`config.mk`:
```
export PLATFORM = sky130hd
export DESIGN_NAME = column_msg_page_writer
export DESIGN_NICKNAME = d
export VERILOG_FILES = /design/src/rtl/column_msg_page_writer.sv
export SDC_FILE = /design/constraint.sdc
export NUM_CORES = 1
export LEC_CHECK = 0
export ABC_AREA = 1
export BUFFER_PORTS_ARGS = -buffer_cell sky130_fd_sc_hd__buf_4
export CORE_ASPECT_RATIO = 0.7
export CORE_MARGIN = 2
export CORE_UTILIZATION = 56
export CTS_CLUSTER_SIZE = 14
export DETAILED_ROUTE_END_ITERATION = 7
export HOLD_SLACK_MARGIN = 0.15
export PLACE_DENSITY = 0.91
export RECOVER_POWER = 100
export SLEW_MARGIN = 5
export SYNTH_ARGS = -nofsm -noshare
export SYNTH_HDL_FRONTEND = slang
export SYNTH_SLANG_ARGS = --single-unit
```
`constraint.sdc`:
```
create_clock -name sys_clk -period 10.4 [get_ports sys_clk]
set_input_delay 1.04 -clock sys_clk [delete_from_list [all_inputs] [get_ports sys_clk]]
set_output_delay 1.04 -clock sys_clk [all_outputs]
set_load 0.05 [all_outputs]
```
`src/rtl/column_msg_page_writer.sv`:
```
// column_msg_page_writer
//   Takes one column of shifted messages (all stride units, all bit-planes)
//   per col_valid/col_ready handshake. The column goes into a two-slot
//   ping-pong store. It is then written out as STRIDE_WIDTH message-memory
//   pages, one stride unit per page per cycle. col_done pulses once when the
//   last page of a column has been written.
//
// Ports
//   sys_clk, rstn      clock (rising edge), asynchronous active-low reset
//   col_valid/ready    column handshake; col_ready depends only on buffer occupancy
//   col_msg_i          column data, stride s page at [s*PAGE_W +: PAGE_W]
//   col_base_addr_i    base address of the column, captured with the data
//   mem_we/mem_stall   page write valid / memory back-pressure
//   mem_addr/wdata     page address (base + page index, wraps) and page data
//   col_done           one-cycle pulse after the last page of a column is written
//   mem_wpar           even parity of mem_wdata (only when PAGE_PARITY_EN is defined)
//
// Optional feature macro: PAGE_PARITY_EN
module column_msg_page_writer #(
  parameter  int QUAN_SIZE        = 4,
  parameter  int STRIDE_UNIT_SIZE = 15,
  parameter  int STRIDE_WIDTH     = 3,
  parameter  int ADDR_WIDTH       = 8,
  localparam int PAGE_W           = QUAN_SIZE * STRIDE_UNIT_SIZE,
  localparam int COL_W            = STRIDE_WIDTH * PAGE_W
) (
  input  logic                  sys_clk,
  input  logic                  rstn,
  input  logic                  col_valid,
  output logic                  col_ready,
  input  logic [COL_W-1:0]      col_msg_i,
  input  logic [ADDR_WIDTH-1:0] col_base_addr_i,
  output logic                  mem_we,
  input  logic                  mem_stall,
  output logic [ADDR_WIDTH-1:0] mem_addr,
  output logic [PAGE_W-1:0]     mem_wdata,
  output logic                  col_done
`ifdef PAGE_PARITY_EN
  ,
  output logic                  mem_wpar
`endif
);

  localparam int PIDX_W = (STRIDE_WIDTH > 1) ? $clog2(STRIDE_WIDTH) : 1;
  localparam logic [PIDX_W-1:0] LAST_PAGE = PIDX_W'(STRIDE_WIDTH - 1);

  typedef enum logic {IDLE, WRITE} state_e;

  state_e                state_q, state_d;
  logic [1:0]            count_q, count_d;
  logic                  wr_sel_q, wr_sel_d;
  logic                  rd_sel_q, rd_sel_d;
  logic [PIDX_W-1:0]     page_idx_q, page_idx_d;
  logic                  col_done_q, col_done_d;
  logic [COL_W-1:0]      slot_data_q [2];
  logic [COL_W-1:0]      slot_data_d [2];
  logic [ADDR_WIDTH-1:0] slot_base_q [2];
  logic [ADDR_WIDTH-1:0] slot_base_d [2];

  logic                  accept;
  logic                  retire;
  logic                  rel_col;
  logic [PAGE_W-1:0]     page_sel;

  always_comb begin
    accept  = col_valid && (count_q != 2'd2);
    retire  = (state_q == WRITE) && !mem_stall;
    rel_col = retire && (page_idx_q == LAST_PAGE);

    slot_data_d = slot_data_q;
    slot_base_d = slot_base_q;
    wr_sel_d    = wr_sel_q;
    rd_sel_d    = rd_sel_q;
    state_d     = state_q;
    page_idx_d  = page_idx_q;
    col_done_d  = rel_col;
    count_d     = count_q + 2'(accept) - 2'(rel_col);

    if (accept) begin
      slot_data_d[wr_sel_q] = col_msg_i;
      slot_base_d[wr_sel_q] = col_base_addr_i;
      wr_sel_d              = ~wr_sel_q;
    end
    if (rel_col) begin
      rd_sel_d = ~rd_sel_q;
    end

    // count_d already includes a same-cycle accept. A column captured at
    // this edge therefore starts writing on the very next cycle. A release
    // that coincides with an accept also continues with no bubble.
    case (state_q)
      IDLE: begin
        if (count_d != 2'd0) begin
          state_d    = WRITE;
          page_idx_d = '0;
        end
      end
      WRITE: begin
        if (rel_col) begin
          page_idx_d = '0;
          state_d    = (count_d != 2'd0) ? WRITE : IDLE;
        end else if (retire) begin
          page_idx_d = page_idx_q + 1'b1;
        end
      end
      default: begin
        state_d    = IDLE;
        page_idx_d = '0;
      end
    endcase
  end

  always_ff @(posedge sys_clk or negedge rstn) begin
    if (!rstn) begin
      state_q    <= IDLE;
      count_q    <= '0;
      wr_sel_q   <= 1'b0;
      rd_sel_q   <= 1'b0;
      page_idx_q <= '0;
      col_done_q <= 1'b0;
    end else begin
      state_q    <= state_d;
      count_q    <= count_d;
      wr_sel_q   <= wr_sel_d;
      rd_sel_q   <= rd_sel_d;
      page_idx_q <= page_idx_d;
      col_done_q <= col_done_d;
    end
  end

  // Slot payload is never consumed before it has been written, so it needs no reset.
  always_ff @(posedge sys_clk) begin
    slot_data_q <= slot_data_d;
    slot_base_q <= slot_base_d;
  end

  // Page outputs are a mux of flops gated by state. There is no path from
  // mem_stall or col_valid, and a stalled page holds because its selects are frozen.
  always_comb begin
    page_sel  = slot_data_q[rd_sel_q][int'(page_idx_q)*PAGE_W +: PAGE_W];
    mem_we    = (state_q == WRITE);
    mem_wdata = mem_we ? page_sel : '0;
    mem_addr  = mem_we ? (slot_base_q[rd_sel_q] + ADDR_WIDTH'(page_idx_q)) : '0;
    col_ready = (count_q != 2'd2);
    col_done  = col_done_q;
  end

`ifdef PAGE_PARITY_EN
  assign mem_wpar = ^mem_wdata;
`endif

endmodule

```
== Word-level counts from Yosys, hierarchy flattened ==
Cells that the tools add are included.

* Input bits: 192
* Bits in registers: 384
* Word-level logic and storage cells: 56

* Bitwise gates (word level): 5
* Equality and inequality tests: 4
* Shift operators: 1
* Multiplexer cells: 21
* Magnitude comparators: 3
* Multiply operators: 1
* Reductions and logical operators: 7
* Add/subtract/negate cells: 4

{| class="wikitable"
|+ Operators by type and width
! operator !! count
|-
| $mux 180 || 4
|-
| $bwmux 360 || 1
|-
| $demux 180 s1 || 1
|-
| $shiftx 180x9->60 || 1
|-
| $mux 60 || 1
|-
| $mux 8 || 5
|-
| $bwmux 16 || 1
|-
| $add 8x2->8 || 1
|-
| $demux 8 s1 || 1
|-
| $mul 2x4->6 const B || 1
|-
| $mux 2 || 3
|-
| $ge 2x2->1 const B || 2
|-
| $logic_and 1x1->1 || 4
|-
| $ne 2x2->1 const B || 2
|-
| $not 1->2 || 2
|-
| $pmux 2 s2 || 1
|-
| $ne 3x1->1 const B || 1
|-
| $not 1->1 || 3
|-
| $add 2x1->2 || 1
|-
| $add 2x1->2 const B || 1
|-
| $eq 2x2->1 const B || 1
|-
| $lt 2x1->1 const B || 1
|-
| $mux 1 || 2
|-
| $pmux 1 s2 || 1
|-
| other kinds (4) || 4
|}

== Depth between registers and ports, before layout ==
Gate-level depths: netlist of run 1.

* Depth after elaboration: 8
* Gate-level depth with buffers: 15
* Depth with buffers taken out: 13

== Least setup slack after synthesis of run 1 ==
OpenSTA, ideal clock, no wires.

* Kind: in2reg
* From: in col_valid
* To: reg slot_base_q[0] in the netlist's numbering, enable pin
* Data arrival time: 8961 ps
* Stages: 2
* Setup slack: 698 ps
* Library setup time: 741 ps
* Cells stage by stage: nand2_1 nor2_1

* Cells in the longest elaborated chain, start to end: 1

{| class="wikitable"
|+ Ends and longest elaborated chain
! item !! RTL line !! RTL
|-
| start, declared || 29 || <nowiki>input logic col_valid,</nowiki>
|-
| $logic_and 1x1->1 || 66 || <nowiki>accept = col_valid && (count_q != 2'd2);</nowiki>
|-
| end signal, assigned || 134 || <nowiki>slot_base_q <= slot_base_d;</nowiki>
|-
| end, declared || 57 || <nowiki>logic [ADDR_WIDTH-1:0] slot_base_q [2];</nowiki>
|}

Every way passes these cells.
A chain may end at the register's enable or synchronous reset.

== Final worst setup path of run 1 ==
* From: reg page_idx_q[0]
* To: out mem_wdata[25]

* Cells in the longest elaborated chain, start to end: 3

{| class="wikitable"
|+ Ends and longest elaborated chain
! item !! RTL line !! RTL
|-
| start, declared || 53 || <nowiki>logic [PIDX_W-1:0] page_idx_q, page_idx_d;</nowiki>
|-
| start signal, assigned || 126 || <nowiki>page_idx_q <= page_idx_d;</nowiki>
|-
| $mul 2x4->6 || 140 || <nowiki>page_sel = slot_data_q[rd_sel_q][int'(page_idx_q)*PAGE_W +: PAGE_W];</nowiki>
|-
| $shiftx 180x9->60 || 140 ||
|-
| $mux 60 || 142 || <nowiki>mem_wdata = mem_we ? page_sel : '0;</nowiki>
|-
| end, declared || 36 || <nowiki>output logic [PAGE_W-1:0] mem_wdata,</nowiki>
|}

Every way passes these cells.

==> results of run 1 <==
cells by family after synthesis:
family / count (synthesis) / share of synthesized area (%)
AO/OA/AOI/OAI: 308 / 10.95
XOR/XNOR: 1 / 0.05670
adder cells (fa/ha/maj): 5 / 0.4535
buffers and inverters: 93 / 3.490
flip-flops: 384 / 74.38
AND/OR/NAND/NOR: 430 / 10.67
Yosys cell counts (all sizes together):
master,instances,share of area [%]
buf,42,2.2
o21ai,182,5.9
dfrtp,8,1.3
nand4,2,0.081
xor2,1,0.057
nor2,254,6.2
a21oi,66,2.1
ha,4,0.32
fa,1,0.13
or2,1,0.041
nand2,163,4.0
edfxtp,376,73
inv,20,0.53
nand3,8,0.26
clkbuf,31,0.77
o21a,60,2.9
nor3,2,0.065
worst max-delay path: cells and delay by family, from the launching register on:
kind / cells / cell delay [ns]
compound gates: 3 / 0.51
buf+inv: 3 / 2.06
simple gates: 1 / 1.92
flops: 1 / 1.01
worst min path at each step:
| stage | cells past startpoint | to | start | slack [ns] |
|---|---|---|---|---|
| final | 1 | page_idx_q[0] | rstn | 0.47 |
| after global routing | 1 | col_done | rstn | 0.47 |
| after CTS | 1 | page_idx_q[0] | rstn | 0.31 |
| after detailed placement | 1 | count_q[0] | count_q[0] | 0.53 |
| after global placement | 1 | count_q[0] | count_q[0] | 0.51 |
| after floorplan | 2 | wr_sel_q | wr_sel_q | 0.48 |
cells in the final DEF (no fill, tap or decap):
master	instances
clkinv_1	7
nand4_1	2
nor3_1	2
clkinv_2	7
o21ai_0	142
inv_6	2
inv_8	1
nand2_1	161
nor2_4	1
inv_1	16
nor2_2	1
o21a_1	60
dfrtp_1	8
a21oi_1	66
nand3_1	8
nand2_2	2
diode_2	3
edfxtp_1	376
ha_1	4
nor2_1	252
fa_1	1
clkbuf_4	119
clkbuf_1	152
or2_2	1
inv_2	3
clkbuf_16	37
buf_4	11
clkinv_4	1
o21ai_1	40
xor2_1	1
layout make-up:
cell class                 instances  share of cell area (%)
tap                              364                   2.528
clock inverter                    17                  0.4861
inverter                          20                  0.4584
antenna                            3                 0.04167
multi-input combinational        744                   18.98
clock buffer                      46                   5.327
sequential                       384                   63.78
timing repair buffer             273                   8.396
per-layer routing:
metal  part of all wire, %  vias to the layer above  global-route usage, %
met4                   1.9                        4                  7.069
met5                 0.058                        -                      0
met1                    39                     5069                  32.70
met3                   9.6                       67                  5.888
met2                    49                      515                  40.70
li1                      -                     4811                      -
through the flow:
step | hold slack [ns] | instance area [sq um] | util (%)
finish | 0.4674 | 18020 | 66.97
global route | 0.4706 | 18010 | 66.95
CTS | 0.3122 | 18570 | 69.01
detailed placement | 0.5294 | 17520 | 65.12
global placement | 0.5051 | 17520 | 65.12
floorplan | 0.4846 | 15450 | -
flip-flops by register name, summed over array words and instances (netlist names):
| register | count |
|---|---|
| col_done | 1 |
| count_q | 2 |
| mem_we | 1 |
| page_idx_q | 2 |
| rd_sel_q | 1 |
| slot_base_q | 16 |
| slot_data_q | 360 |
| wr_sel_q | 1 |
power by group through the flow:
stage | combinational, uW | clock [uW] | sequential, uW
after floorplan | 2100 | 0 | 2310
after global placement | 2740 | 0 | 2290
after detailed placement | 2780 | 0 | 2310
after CTS | 2800 | 1210 | 2280
after global routing | 2770 | 1270 | 2350
final | 2560 | 1200 | 2320
==> flow_summary_export.csv, run 1 <==
group,metric,value,unit
placement,place.gp.congestion,0.8472,
floorplanning,fp.coreArea,0.02690,sq mm
route,avgRoutedWirePerCell,19.46,um
power,p_int,3349,uW
clock_network,clockBufferDepth,3,
timing,period_needed,7.101,ns
clock_network,cts_tree,"yes",
worst_setup_path,arrival,6.06,ns
hold_path,worstHoldPathType,"in2async",
power,vdd.ir_drop.worst,0.2743,mV
route,via_per_inst,5.654,
clock_network,ctsRootBufferMaster,"clkbuf_16",
worst_setup_path,worst-r2r-setup-slack,3.53,ns
worst_setup_path,cp.required,9.36,ns
worst_setup_path,end_kind,"primary output",
floorplanning,ios,263,
route,postRouteAntennaNets,0,
grt,grt_max_degree,190,
clock_network,numCtsBuffers,36,
layout,final_cells,1851,
worst_setup_path,crit-reg2reg-launch,"count_q[1]",
logic_synthesis,syn_area_per_cell,12.65,sq um
logic_synthesis,synth_cell_types,29,
route,drtPass1Iterations,5,
timing,fmax,0.1408,GHz
timing,worst_pin_slew,4.499,ns
worst_setup_path,max_stage_delay,1.92,ns
grt,grt_pass1_vias,10141,
worst_setup_path,crit_top_cell,"clkbuf_1",
placement,dp_slack,6.058,ns
placement,dpl.hpwl,21.69,mm
clock_network,clk_latency,0.53,ns
power,power,6074,uW
route,drc,0,
logic_synthesis,synth_cells,1221,
clock_network,clock-sinks,384,
clock_network,cts_setup_buffers,0,
worst_setup_path,r2r_cells,5,
status,violations,"max-capacitance violations, max-slew violations",
grt,grt_pass1_wl,54.43,mm
floorplanning,dieHeight,143.0,um
clock_network,htreeDepth,2,
flow_run,cap_viol_max_count,9,
power,leakagePower,0.006496,uW
timing,fin_crit_sh,68.28,%
layout,final_nets,1656,
power,p_clk_share,19.7,%
timing,final.setup.worst_slack,3.299,ns
floorplanning,num_rows,50,
status,status,"complete, but fails checks",
worst_setup_path,crit_chain,"clkbuf_1 > nor2_1 > buf_4 > o21a_1 > o21ai_0 > a21oi_1 > clkbuf_1",
clock_network,cts_resized,0,
timing,rsz0062_at_grt,"no",
worst_setup_path,critPathMaxFanout,37,
layout,multi_input_area,0.003420,sq mm
power,seq_power_share,38.1,%
logic_synthesis,syn_nets,1418,
worst_setup_path,crit_end,"mem_wdata[25]",
timing,relSlewSlack,-199.9,%
placement,dp_cells,1785,
placement,portBuffers,262,
worst_setup_path,cpMaxStageDelayCell,"nor2_1",
logic_synthesis,netlist_area,0.01545,sq mm
timing,finalSetupViolCount,0,
layout,fillers,1948,
logic_synthesis,ys_seq_area_share,74.38,%
grt,grtUsageTotal,24.53,%
power,switching_share,44.87,%
route,drt_iter0_drc,973,
route,via_count,10466,
grt,antenna_found_initial,4,
clock_network,clk_pin_slew_worst_paths,0.06,ns
floorplanning,dieArea,0.02896,sq mm
layout,syn_to_final_growth,16.61,%
layout,area.sequential,0.01149,sq mm
timing,fin_skew,0.02189,ns
worst_setup_path,start_kind,"register",
worst_setup_path,setup.worst_path.class,"reg2out",
timing,drv_slew,507,
grt,overflow,0,
route,drt-total-wl,36.02,mm
logic_synthesis,ys_ff_latch,384,
power,p_comb_share,42.2,%
floorplanning,die_w,202.5,um
floorplanning,start_util,57.43,%
power,power_switching,2725,uW
worst_setup_path,r2r_end,"slot_data_q[28]",
clock_network,cts_hold_repair.buffers,0,
logic_synthesis,yosysWarnings,0,
power,power_density,337.1,mW/mm^2
worst_setup_path,startpoint,"page_idx_q[0]",
timing,final-hold-violation-count,0,
layout,drive_gt1_share,12.53,%
timing,tns,0,ns
Power figures use the tool's default switching activity.
==> inputs of run 2 (changes only) <==
--- a/config.mk
+++ b/config.mk
@@ -5,15 +5,15 @@
 export SDC_FILE = /design/constraint.sdc
 export NUM_CORES = 1
 export LEC_CHECK = 0
-export ABC_AREA = 1
+export ABC_AREA = 0
 export BUFFER_PORTS_ARGS = -buffer_cell sky130_fd_sc_hd__buf_4
 export CORE_ASPECT_RATIO = 0.7
 export CORE_MARGIN = 2
-export CORE_UTILIZATION = 56
+export CORE_UTILIZATION = 50
 export CTS_CLUSTER_SIZE = 14
 export DETAILED_ROUTE_END_ITERATION = 7
 export HOLD_SLACK_MARGIN = 0.15
-export PLACE_DENSITY = 0.91
+export PLACE_DENSITY = 0.86
 export RECOVER_POWER = 100
 export SLEW_MARGIN = 5
 export SYNTH_ARGS = -nofsm -noshare
==> constraint.sdc (replaced) <==
create_clock -name sys_clk -period 6.29 [get_ports sys_clk]
set_input_delay 0.629 -clock sys_clk [delete_from_list [all_inputs] [get_ports sys_clk]]
set_output_delay 0.629 -clock sys_clk [all_outputs]
set_load 0.05 [all_outputs]
==> run 2 against run 1 <==
The flow still finishes with violations (max-capacitance violations, max-slew violations). Clock power up 84%. Global-route usage down 4.3 points. Hold slack worse by 0.16 ns. Largest power group unchanged. Cell count down 20%. First-iteration DRC count down 33%.
==> flow_summary_export.csv, run 2 <==
group,metric,value,unit
worst_setup_path,start_kind,"register",
status,violations,"max-capacitance violations, max-slew violations",
clock_network,htreeDepth,2,
flow_run,cap_viol_max_count,5,
timing,period_needed,5.026,ns
route,drt-total-wl,31.91,mm
worst_setup_path,arrival,4.40,ns
route,postRouteAntennaNets,0,
logic_synthesis,synthTopCellsByArea,"edfxtp_1 (76%), mux4_2 (9.1%), mux2i_1 (4.4%), nor2_1 (3.2%), a21oi_1 (2.2%)",
worst_setup_path,max_stage_delay,1.39,ns
logic_synthesis,netlist_area,0.01492,sq mm
floorplanning,fp.coreArea,0.02915,sq mm
timing,fin_crit_sh,79.90,%
layout,top_regs,"slot_data_q x360, slot_base_q x16",
logic_synthesis,yosysWarnings,0,
clock_network,cts_tree,"yes",
layout,syn_to_final_growth,20.19,%
logic_synthesis,synth_cells,793,
logic_synthesis,synth_edf_count,376,
logic_synthesis,synth_area_leader_cell,"edfxtp_1",
worst_setup_path,r2r_cells,4,
timing,final.setup.worst_slack,1.264,ns
timing,tns,0,ns
placement,dp_slack,2.787,ns
placement,portBuffers,262,
hold_path,hold_path_end,"slot_data_q[209]",
layout,drive_gt1_share,23.12,%
route,drt_iter0_drc,653,
grt,use_met2,33.23,%
timing,finalSetupViolCount,0,
timing,rsz0062_at_grt,"no",
logic_synthesis,synthFlopType,"edfxtp_1",
layout,largest_register_ffs,360,
floorplanning,start_util,51.18,%
layout,final_cell_mix,"edfxtp_1 (376), clkbuf_1 (148), nor2_1 (126)",
placement,dp_cells,1400,
worst_setup_path,setup.worst_path.class,"reg2out",
layout,final_cells,1472,
power,power_density,552.4,mW/mm^2
layout,final_nets,1259,
worst_setup_path,crit_chain,"clkbuf_2 > ha_1 > fa_1 > inv_1 > a211oi_2 > xor2_1 > nor2_1 > clkbuf_1",
floorplanning,num_rows,52,
route,drc,0,
logic_synthesis,ys_ff_latch,384,
worst_setup_path,critical-path-top-delay-family,"buffers and inverters",
logic_synthesis,yosys.cell_count.top_type,"edfxtp_1",
placement,place.gp.congestion,0.8496,
clock_network,clockBufferDepth,3,
route,drtPass1Iterations,5,
clock_network,clk_latency,0.53,ns
status,status,"complete, but fails checks",
logic_synthesis,syn_area_per_cell,18.81,sq um
logic_synthesis,synth_cell_types,36,
route,via_count,8161,
worst_setup_path,crit-reg2reg-launch,"count_q[1]",
clock_network,cts_setup_buffers,0,
floorplanning,die_w,210.5,um
power,vdd.ir_drop.worst,0.4491,mV
timing,final-hold-violation-count,0,
hold_path,min_delay_path_depth,1,
power,leakagePower,0.006253,uW
clock_network,ctsRootBufferMaster,"clkbuf_16",
logic_synthesis,ys_seq_area_share,77.03,%
grt,overflow,0,
logic_synthesis,synth_top_area_share,75.69,%
timing,timing.hold.ws,0.3043,ns
logic_synthesis,syn_nets,990,
worst_setup_path,end_kind,"primary output",
placement,dpl.hpwl,19.78,mm
floorplanning,dieHeight,148.5,um
clock_network,numCtsBuffers,37,
hold_path,hold_start,"col_msg_i[29]",
worst_setup_path,cp.required,5.66,ns
layout,final_common_cell,"edfxtp_1",
logic_synthesis,async_reset_ff_share,2.083,%
layout,fin_area,0.01793,sq mm
floorplanning,ios,263,
worst_setup_path,r2r_end,"slot_data_q[213]",
route,via_per_inst,5.544,
timing,worst_pin_slew,3.431,ns
clock_network,cts_resized,0,
timing,relSlewSlack,-128.7,%
timing,drv_slew,286,
route,avgRoutedWirePerCell,21.68,um
grt,grt_max_degree,134,
layout,top_register,"slot_data_q",
logic_synthesis,synthTopCellsByCount,"edfxtp_1 (376), nor2_1 (126), a21oi_1 (66)",
grt,antenna_found_initial,8,
hold_path,worstHoldPathType,"in2reg",
grt,grtUsageTotal,20.24,%
grt,grt_pass1_vias,8621,
grt,busiest_layer,"met2",
worst_setup_path,critPathBufInv,3,
worst_setup_path,cpMaxStageDelayCell,"clkbuf_2",
clock_network,clk_pin_slew_worst_paths,0.06,ns
grt,gr-usage-met1,26.57,%
timing,fin_skew,0.01645,ns
floorplanning,dieArea,0.03126,sq mm
grt,grt_use_met3,5.595,%
grt,grt_pass1_wl,47.74,mm
clock_network,clock-sinks,384,
placement,place_area,0.01723,sq mm
worst_setup_path,critPathMaxFanout,53,
worst_setup_path,worst-r2r-setup-slack,1.58,ns
timing,fmax,0.1990,GHz
## run 2: cell count changes after synthesis, sizes merged, moves of 60 or more
cell,change
o21ai,-180
nand2,-159
nor2,-128
mux2i,+65
mux4,+60
o21a,-60
## run 2: timing repair
action                                 CTS  global route
hold buffers                             1             0
setup endpoints to repair                0             0
endpoints found under the hold margin    8             0
## run 2: worst max-delay path by stage
| stage | startpoint | endpoint | slack [ns] | cells after the start |
|---|---|---|---|---|
| after floorplan | count_q[1] | slot_base_q[0] | 0.47 | 2 |
| after global placement | rd_sel_q | mem_addr[7] | 2.83 | 6 |
| after detailed placement | rd_sel_q | mem_wdata[26] | 2.79 | 5 |
| after CTS | rd_sel_q | mem_wdata[20] | 2.20 | 5 |
| after global routing | count_q[0] | slot_base_q[13] | 1.08 | 4 |
| final | page_idx_q[0] | mem_addr[6] | 1.26 | 8 |
## run 2: routing by layer
| metal | vias up | part of all wire, % |
|---|---|---|
| li1 | 3666 | - |
| met1 | 4099 | 41 |
| met2 | 336 | 49 |
| met3 | 56 | 8.5 |
| met4 | 4 | 2.0 |
| met5 | - | 0.10 |
## run 2: final cells by class
class                           count  area, sq um
Antenna cell                        4        10.01
Clock buffer                       54         1042
Clock inverter                     13        170.2
Multi-Input combinational cell    363         3161
Tap cell                          378        473.0
Sequential cell                   384        11490
Fill cell                        2183        11220
Inverter                            4        15.01
Timing Repair Buffer              272         1564
## run 2: logic make-up (layout without fill, tap and decap cells)
group	count (synthesis)	after routing	share of synthesized area (%)
DFF	384	384	77.03
and+or+nand+nor	148	148	4.009
muxes	127	127	13.57
AOI/OAI and AO/OA	75	75	2.701
buffers and inverters	46	343	1.753
xor gates and xnor gates	8	8	0.4696
adders and majority gates	5	5	0.4697
other	0	4	0
## run 2: power by group
group / switching, uW / internal (uW) / total, uW / leakage (uW)
sequential: 241 / 3540 / 3780 / 0.00358
combinational: 2800 / 1110 / 3910 / 0.00208
clock: 895 / 1320 / 2210 / 0.000586
total: 3940 / 5960 / 9900 / 0.00625
## run 2: worst register-to-register path, cell delays in order (launching register included)
cell	delay [ns]
dfrtp_1	0.39
nand2b_1	0.13
nand2_1	0.13
nor2_1	1.06
clkbuf_1	2.50
## run 2: per-stage QoR
| stage | power (uW) | utilization, % |
|---|---|---|
| floorplan | 6897 | - |
| global placement | 7967 | 59.10 |
| detailed placement | 8058 | 59.10 |
| CTS | 10300 | 63.29 |
| global route | 10340 | 61.50 |
| finish | 9904 | 61.51 |
==> inputs of run 3 (changes only) <==
==> constraint.sdc (replaced) <==
create_clock -name sys_clk -period 4.35 [get_ports sys_clk]
set_input_delay 0.435 -clock sys_clk [delete_from_list [all_inputs] [get_ports sys_clk]]
set_output_delay 0.435 -clock sys_clk [all_outputs]
set_load 0.05 [all_outputs]
==> run 3 against run 2 <==
The run still ends with max-capacitance violations, max-slew violations left. Sequential share of layout area shrank 6.1 points. Final area up 11%. First-iteration DRC count grew 8.9%. Largest power group unchanged. Clock skew grew 0.0096 ns. Power is 48% higher. Cell count rose by 13%. Critical path depth down 3. Non-clock buffer count increased by 191. Sequential power up 42%. Global-route usage rose by 3.7 points.
==> flow_summary_export.csv, run 3 (synthesis gave the netlist of run 2 again) <==
group,metric,value,unit
status,status,"complete, but fails checks",
status,violations,"max-capacitance violations, max-slew violations",
worst_setup_path,cpMaxStageDelayCell,"clkbuf_4",
layout,top_register,"slot_data_q",
layout,fin_area,0.01981,sq mm
timing,fin_crit_sh,88.64,%
timing,relSlewSlack,-84.43,%
timing,period_needed,3.856,ns
placement,place.gp.congestion,0.7905,
timing,fmax,0.2594,GHz
timing,final-hold-violation-count,0,
floorplanning,die_w,210.5,um
clock_network,cts_tree,"yes",
power,p_int,8694,uW
layout,top_regs,"slot_data_q x360, slot_base_q x16",
layout,fillers,1904,
layout,final_common_cell,"edfxtp_1",
layout,final_nets,1450,
timing,finalSetupViolCount,0,
route,via_per_inst,5.540,
power,p_comb_share,42.7,%
power,leakagePower,0.007102,uW
flow_run,cap_viol_max_count,3,
placement,portBuffers,262,
timing,worst_pin_slew,2.766,ns
layout,largest_register_ffs,360,
worst_setup_path,arrival,3.42,ns
grt,grt_pass1_wl,56.16,mm
power,vdd.ir_drop.worst,0.6977,mV
clock_network,ctsRootBufferMaster,"clkbuf_16",
route,drt_iter0_drc,711,
layout,multi_input_area,0.003161,sq mm
worst_setup_path,crit_chain,"clkbuf_4 > mux4_2 > a21oi_1 > nor2_1 > clkbuf_1",
floorplanning,dieArea,0.03126,sq mm
grt,grtUsageTotal,23.97,%
worst_setup_path,max_stage_delay,0.95,ns
timing,drv_slew,228,
power,switching_share,40.62,%
worst_setup_path,cp.required,3.91,ns
grt,antenna_found_initial,4,
worst_setup_path,end_kind,"primary output",
grt,grt_pass1_vias,9851,
grt,overflow,0,
clock_network,clock-sinks,384,
clock_network,cts_resized,0,
clock_network,htreeDepth,2,
timing,rsz0062_at_grt,"no",
worst_setup_path,setup.worst_path.class,"reg2out",
route,postRouteAntennaNets,0,
grt,grt_max_degree,111,
timing,fin_skew,0.02610,ns
power,power_switching,5947,uW
floorplanning,fp.coreArea,0.02915,sq mm
floorplanning,num_rows,52,
floorplanning,ios,263,
hold_path,worstHoldPathType,"in2reg",
layout,final_cell_mix,"edfxtp_1 (376), dlygate4sd3_1 (190), nor2_1 (126)",
route,drc,0,
layout,syn_to_final_growth,32.82,%
timing,tns,0,ns
route,drt-total-wl,37.63,mm
route,avgRoutedWirePerCell,22.66,um
clock_network,clockBufferDepth,3,
clock_network,numCtsBuffers,37,
layout,drive_gt1_share,21.97,%
floorplanning,start_util,51.18,%
layout,area.sequential,0.01149,sq mm
worst_setup_path,start_kind,"register",
clock_network,clk_latency,0.54,ns
route,via_count,9202,
power,power_density,738.9,mW/mm^2
route,drtPass1Iterations,5,
power,seq_power_share,36.7,%
placement,dpl.hpwl,19.14,mm
power,p_clk_share,20.6,%
worst_setup_path,critPathMaxFanout,53,
clock_network,clk_pin_slew_worst_paths,0.06,ns
floorplanning,dieHeight,148.5,um
placement,place_area,0.01727,sq mm
run 3: area by class of cell:
cell class	instances	area share, %
Sequential cell	384	58.01
Timing Repair Buffer	463	18.02
Multi-Input combinational cell	363	15.95
Clock buffer	46	4.843
Tap cell	378	2.387
Clock inverter	19	0.6567
Inverter	4	0.07578
Antenna cell	4	0.05052
run 3: stage by stage:
step / utilization, % / hold slack (ns) / power (uW) / setup slack [ns] / instances
2_1_floorplan: - / 0.1394 / 9922 / 0.08705 / 793
3_3_place_gp: 59.25 / 0.2585 / 11550 / 1.537 / 1402
3_5_place_dp: 59.25 / 0.2592 / 11660 / 1.524 / 1402
4_1_cts: 69.52 / 0.2696 / 14780 / 0.9584 / 1657
5_1_grt: 67.97 / 0.2664 / 15210 / 0.3425 / 1660
6_report: 67.98 / 0.2451 / 14640 / 0.4944 / 1661
run 3: power by group through the flow:
stage	Clock (uW)	Combinational [uW]	Sequential, uW
finish	3010	6250	5380
global route	3200	6580	5440
CTS	3010	6450	5310
detailed placement	0	6280	5380
global placement	0	6220	5330
floorplan	0	4570	5350
run 3: layer usage:
| metal | share of wire, % | vias to the layer above | global-route usage, % |
|---|---|---|---|
| met5 | 0 | - | 0 |
| met4 | 2.7 | 0 | 8.451 |
| met3 | 7.3 | 86 | 5.258 |
| met2 | 51 | 454 | 41.74 |
| met1 | 39 | 4618 | 30.00 |
| li1 | - | 4044 | - |
run 3: worst paths after layout:
kind | from | end | slack, ns | cells past startpoint
worst min-delay path | col_valid | wr_sel_q | 0.25 | 3
max in group asynchronous | rstn | rd_sel_q | 3.62 | 2
worst min register to register | count_q[1] | count_q[1] | 0.49 | 1
min in group asynchronous | rstn | count_q[1] | 0.40 | 2
worst max-delay path | page_idx_q[0] | mem_wdata[36] | 0.49 | 5
worst max register to register | count_q[1] | slot_data_q[204] | 0.89 | 4
run 3: repair_timing:
action                                 in CTS  in global routing
buffers inserted                            0                  0
endpoints found under the hold margin     385                  0
hold buffers                              190                  0
run 3: worst max-delay path, delay by kind of cell (launching register included):
| kind | cells | cell delay [ns] |
|---|---|---|
| buffers and inverters | 2 | 1.45 |
| AND/OR/NAND/NOR | 1 | 0.11 |
| flip-flops | 1 | 0.88 |
| multiplexers | 1 | 0.37 |
| AO/OA/AOI/OAI | 1 | 0.08 |
